==> src/rtl/pipe_addsub.sv <==
// Pipelined ripple-carry adder/subtractor. One SLICE-bit slice is resolved
// per stage and the carry is registered between stages, so the critical path
// is one slice wide whatever WIDTH is. WIDTH must be a multiple of SLICE.
// Stage k holds the operand slices above k (input skew) and the result
// slices at and below k (output deskew). The whole pipeline advances together
// on en = ~out_valid | out_ready, and bubbles are not squeezed out.
// Optional build macro ADDSUB_SAT_EN: on signed overflow the final stage
// replaces the result with the signed saturation value. Without it the result
// wraps modulo 2^WIDTH.
module pipe_addsub #(
  parameter int WIDTH = 16,
  parameter int SLICE = 4
) (
  input  logic             clk,
  input  logic             rst_n,
  input  logic             clr,
  input  logic             in_valid,
  output logic             in_ready,
  input  logic [WIDTH-1:0] a,
  input  logic [WIDTH-1:0] b,
  input  logic             c_in,
  input  logic             sub,
  output logic             out_valid,
  input  logic             out_ready,
  output logic [WIDTH-1:0] sum,
  output logic             c_out,
  output logic             ovf
);
  localparam int STAGES = WIDTH / SLICE;

  logic              en;
  logic [STAGES:1]   vld_pipe;
  logic [WIDTH-1:0]  fin_sum;
  logic              fin_c;
  logic              fin_ovf;
  logic [WIDTH-1:0]  sum_q;
  logic              c_q;
  logic              ovf_q;

  // Single global advance: everything moves unless the output is stalled.
  assign en       = ~vld_pipe[STAGES] | out_ready;
  assign in_ready = en;

  // Valid shift register; clr wins over advance, the output handshake of the
  // same cycle has already completed by the time the bits clear.
  always_ff @(posedge clk or negedge rst_n) begin
    if (!rst_n) begin
      vld_pipe <= '0;
    end else if (clr) begin
      vld_pipe <= '0;
    end else if (en) begin
      vld_pipe[1] <= in_valid;
      for (int i = 2; i <= STAGES; i++) vld_pipe[i] <= vld_pipe[i-1];
    end
  end

  for (genvar k = 0; k < STAGES; k++) begin : g_stage
    // Operand bits still to be consumed, and result bits resolved so far.
    localparam int AW = WIDTH - k*SLICE;
    localparam int LW = (k+1)*SLICE;

    logic [AW-1:0]    a_in;
    logic [AW-1:0]    b_in;
    logic             ci;
    logic [SLICE-1:0] s_sl;
    logic             co;
    logic [LW-1:0]    s_cat;

    if (k == 0) begin : g_src
      // B is inverted and carry forced to 1 for subtraction; c_in ignored.
      assign a_in  = a;
      assign b_in  = sub ? ~b : b;
      assign ci    = sub | c_in;
      assign s_cat = s_sl;
    end else begin : g_src
      assign a_in  = g_stage[k-1].g_fwd.a_r;
      assign b_in  = g_stage[k-1].g_fwd.b_r;
      assign ci    = g_stage[k-1].g_fwd.c_r;
      assign s_cat = {s_sl, g_stage[k-1].g_fwd.s_r};
    end

    addsub_slice #(.SLICE(SLICE)) u_slice (
      .a  (a_in[SLICE-1:0]),
      .b  (b_in[SLICE-1:0]),
      .ci (ci),
      .s  (s_sl),
      .co (co)
    );

    if (k < STAGES-1) begin : g_fwd
      logic [AW-SLICE-1:0] a_r;
      logic [AW-SLICE-1:0] b_r;
      logic [LW-1:0]       s_r;
      logic                c_r;

      // Stage register: remaining operand slices, partial result, carry.
      always_ff @(posedge clk or negedge rst_n) begin
        if (!rst_n) begin
          a_r <= '0;
          b_r <= '0;
          s_r <= '0;
          c_r <= 1'b0;
        end else if (en) begin
          a_r <= a_in[AW-1:SLICE];
          b_r <= b_in[AW-1:SLICE];
          s_r <= s_cat;
          c_r <= co;
        end
      end
    end else begin : g_last
      logic ovf_w;

      // Effective operand signs agree but the result sign differs.
      assign ovf_w = (a_in[AW-1] == b_in[AW-1]) && (s_cat[LW-1] != a_in[AW-1]);

`ifdef ADDSUB_SAT_EN
      logic [WIDTH-1:0] sat_v;
      // Positive overflow (sign 0) clamps to max, negative to min.
      assign sat_v   = {a_in[AW-1], {(WIDTH-1){~a_in[AW-1]}}};
      assign fin_sum = ovf_w ? sat_v : s_cat;
`else
      assign fin_sum = s_cat;
`endif
      assign fin_c   = co;
      assign fin_ovf = ovf_w;
    end
  end

  // Final-stage registers drive the outputs directly.
  always_ff @(posedge clk or negedge rst_n) begin
    if (!rst_n) begin
      sum_q <= '0;
      c_q   <= 1'b0;
      ovf_q <= 1'b0;
    end else if (en) begin
      sum_q <= fin_sum;
      c_q   <= fin_c;
      ovf_q <= fin_ovf;
    end
  end

  assign out_valid = vld_pipe[STAGES];
  assign sum       = sum_q;
  assign c_out     = c_q;
  assign ovf       = ovf_q;

endmodule

// One SLICE-bit ripple slice: sum and carry-out of a + b + ci.
module addsub_slice #(
  parameter int SLICE = 4
) (
  input  logic [SLICE-1:0] a,
  input  logic [SLICE-1:0] b,
  input  logic             ci,
  output logic [SLICE-1:0] s,
  output logic             co
);
  assign {co, s} = {1'b0, a} + {1'b0, b} + {{SLICE{1'b0}}, ci};
endmodule

==> config.mk <==
export PLATFORM = sky130hd
export DESIGN_NAME = pipe_addsub
export DESIGN_NICKNAME = d
export VERILOG_FILES = /design/src/rtl/pipe_addsub.sv
export SDC_FILE = /design/constraint.sdc
export NUM_CORES = 1
export LEC_CHECK = 0
export ABC_AREA = 1
export CAP_MARGIN = 40
export CORE_AREA = 2 2 98 100
export DETAILED_ROUTE_END_ITERATION = 12
export DIE_AREA = 0 0 100 102
export PLACE_DENSITY = 0.79
export SYNTH_ARGS = -nofsm -noshare
export SYNTH_HDL_FRONTEND = slang
export SYNTH_HIERARCHICAL = 1
export SYNTH_SLANG_ARGS = --single-unit
==> constraint.sdc <==
create_clock -name clk -period 1.5 [get_ports clk]
set_input_delay 0.375 -clock clk [delete_from_list [all_inputs] [get_ports clk]]
set_output_delay 0.375 -clock clk [all_outputs]
set_load 0.01 [all_outputs]
==> run_results.csv <==
group,metric,value,unit
final_layout,drive_above_1_share,13.04,%
grt,first_global_vias,3427,
routing,wire_length_after_detailed_routing,9.097,mm
timing,finalSetupViolations,4,
job,drv_cap,0,
pwr,cell_internal_pwr,0.004861,W
placed_design,detailed_place_hpwl,6.149,mm
worst_setup_path,cp_cell_sequence,"fa_2 -> inv_2 -> fa_2 -> inv_2 -> nand2_2 -> nand2_1",
grt,grt_pass1_wl,15.21,mm
clock_network,cts.reportedPaths.clkPinSlew,90,ps
worst_setup_path,critPathSlowestCell,"fa_2",
pwr,total_power,0.006899,W
logic_synthesis,synthesized_area_divided_by_synthesized_cell_count,8.553,sq um
routing,final_antenna_violating_net_count,0,
logic_synthesis,yosys_register_bits,97,
timing,clock-skew-final,12.24,ps
timing,rsz_0062_raised_after_global_routing,"yes",
outcome,failed_checks,"negative setup slack",
floorplan,chipHeight,102,microns
timing,maxSlewHeadroom,74.35,%
worst_setup_path,worst-endpoint-required,1800,ps
floorplan,floorplan.die.width,100,microns
logic_synthesis,ys.flop_type,"dfrtp_1",
floorplan,std_cell_rows,35,
pwr,power.leakage,2.925,nW
timing,report.final.hold_viol_count,0,
routing,detail_route.first_pass.iterations,4,
worst_setup_path,ff2ff_path_depth,6,
logic_synthesis,synth_edf_count,0,
worst_setup_path,endpoint_type_of_the_worst_setup_path,"flop",
grt,global_route_usage_sum,18.86,%
logic_synthesis,async_flop_share,100.0,%
final_layout,nets,652,
clock_network,clockRootBuffer,"clkbuf_8",
clock_network,clock_path_buffers,2,
pwr,power.sequential.fraction,49.0,%
min_path,hold_path.class,"input port to asynchronous set/reset pin",
clock_network,clk_latency,360,ps
timing,share_of_the_clock_period_used_by_the_worst_path_after_layout,104.4,%
logic_synthesis,synth_cell_types,18,
logic_synthesis,synth-warning-count,6,
routing,detail_route.iter0.violations,218,
floorplan,coreArea,0.009109,sq mm
grt,grt_max_degree,59,
worst_setup_path,critical_path_depth,6,
routing,route.detailed.vias_per_inst,4.818,
logic_synthesis,postSynthNetCount,584,
clock_network,tritoncts,"built",
timing,final_critical_path_setup_slack,-65.40,ps
pwr,switching_power,0.002038,W
worst_setup_path,critical_path_fanouts_max,2,
worst_setup_path,critPathBufInv,2,
final_layout,filler_cell_count,778,
routing,post-route-drc-count,0,
floorplan,die_area,0.01020,sq mm
logic_synthesis,syn-instance-count,525,
pwr,p_clk_share,27.5,%
timing,timing_worst_slew_pin_value,384.8,ps
timing,hold_slack,461.7,ps
routing,route.vias.total,3416,
worst_setup_path,timing.critical_path.slowest_cell_delay,440,ps
grt,number_of_antenna_violations_at_the_first_check_in_global_routing,0,
final_layout,syn2layout_area_growth,24.58,%
routing,route.detailed.wl_per_inst,12.83,microns
floorplan,io_pins,59,
timing,post-route-min-period,1565,ps
timing,setup_tns,-167.3,ps
worst_setup_path,critPathArrivalTime,1870,ps
final_layout,core_utilization_of_the_finished_layout,61.41,%
placed_design,gp_congestion,0.9257,
floorplan,initial_core_util,49.30,%
clock_network,htreeDepth,3,
worst_setup_path,startpoint_type,"flop",
pwr,power.density_cell_area,1233,mW/mm^2
pwr,power_frac_comb,23.6,%
timing,max_freq,0.6388,GHz
final_layout,final_antenna_diode_count,0,
clock_network,clkSinkCount,97,
grt,gr-total-overflow,0,
timing,slew_violations,0,
clock_network,cts_made_buffers,9,
logic_synthesis,mappedNetlistArea,0.004491,sq mm
worst_setup_path,setup.worst_path.class,"flop to flop",
pwr,irDropWorstVdd,488.1,uV
worst_setup_path,crit_family,"adder cells",
pwr,sw_frac_of_total,29.55,%
logic_synthesis,synth.yosys.seq_area_share,54.05,%
placed_design,placement.io_buffers,58,
outcome,status,"finished with violations",
==> what timing repair did <==
action / in CTS / in global routing
gates resized for setup: 46 / 29
hold endpoints to repair: 23 / 0
hold buffers: 1 / 0
pin swaps: 17 / 22
setup endpoints to repair: 50 / 46
buffers inserted: 5 / 3
cloned: 0 / 0
==> worst paths after layout <==
check / from / end / slack [ps]
worst max-delay path: g_stage[1].g_fwd.c_r$_DFFE_PN0P_ / g_stage[2].g_fwd.s_r[9]$_DFFE_PN0P_ / -70
worst min-delay path: rst_n / g_stage[2].g_fwd.a_r[1]$_DFFE_PN0P_ / 460
worst max register to register: g_stage[1].g_fwd.c_r$_DFFE_PN0P_ / g_stage[2].g_fwd.s_r[9]$_DFFE_PN0P_ / -70
worst min register to register: sum[7]$_DFFE_PN0P_ / sum[7]$_DFFE_PN0P_ / 470
max in group asynchronous: rst_n / g_stage[0].g_fwd.s_r[0]$_DFFE_PN0P_ / 520
min in group clk: sum[7]$_DFFE_PN0P_ / sum[7]$_DFFE_PN0P_ / 470
==> cells in the final DEF, fill, tap and decap left out, drive strengths merged, types with 2 or more instances in the layout <==
master	count
nand2	263
clkdlybuf4s50	30
fa	8
dlygate4sd2	21
dfrtp	97
xor2	16
o21ai	25
ha	12
xnor2	4
inv	42
clkbuf	13
nor2	8
buf	23
clkinv	4
bufinv	2
a21oi	8
nand3	19
==> layer usage <==
metal	GRT usage (%)	share of wire, %	wire (microns)
met5	0	0	0
met4	7.376	1.7	157
met1	23.57	44	3991
met3	4.104	3.8	344
met2	32.38	51	4604
==> cell usage after synthesis, types with 7 or more instances <==
cell / count / area share (%)
a21oi_1: 8 / 0.89
nand2_1: 263 / 22
nand3_1: 19 / 2.1
buf_4: 9 / 1.5
fa_1: 8 / 3.6
nor2_1: 7 / 0.59
xor2_1: 16 / 3.1
ha_1: 12 / 3.3
inv_1: 40 / 3.3
dfrtp_1: 97 / 54
o21ai_0: 24 / 2.7
buf_2: 10 / 1.1
==> cell type report <==
cell class	count	area (sq um)	area share (%)
timing repair buffer	79	759.5	13.58
clock inverter	6	91.34	1.633
clock buffer	10	137.6	2.460
tap	111	138.9	2.483
inverter	42	157.7	2.818
sequential	97	2427	43.39
multi-input combinational	364	1882	33.64
==> power groups by stage <==
stage / registers [W] / clock network (W) / logic [W]
after global routing: 0.00344 / 0.00206 / 0.00183
final: 0.00338 / 0.00190 / 0.00162
after global placement: 0.00341 / 0 / 0.00150
after floorplan: 0.00345 / 0 / 0.000815
after CTS: 0.00338 / 0.00195 / 0.00152
after detailed placement: 0.00343 / 0 / 0.00159
==> state kept, by name, indices dropped and copies added, names as in the netlist <==
register and cells:
sum 16, g_stage.g_fwd.b_r 24, g_stage.g_fwd.c_r 3, vld_pipe 4, c_out 1, ovf 1
g_stage.g_fwd.s_r 24, g_stage.g_fwd.a_r 24
==> cells by family after synthesis <==
family / share of synthesized area, %
AND/OR/NAND/NOR: 25.08
AO/OA/AOI/OAI: 3.678
XOR/XNOR: 3.901
flip-flops: 54.05
buffers and inverters: 6.381
adder cells (fa/ha/maj): 6.910
==> stage by stage <==
stage	instance area, sq um	instances	worst slack [ps]
CTS	5492	706	-61.41
finish	5594	709	-65.40
global route	5594	709	-119.9
global placement	5239	684	-878.5
floorplan	4523	525	-425.4
detailed placement	5239	684	-920.4
Power figures use the tool's default switching activity.
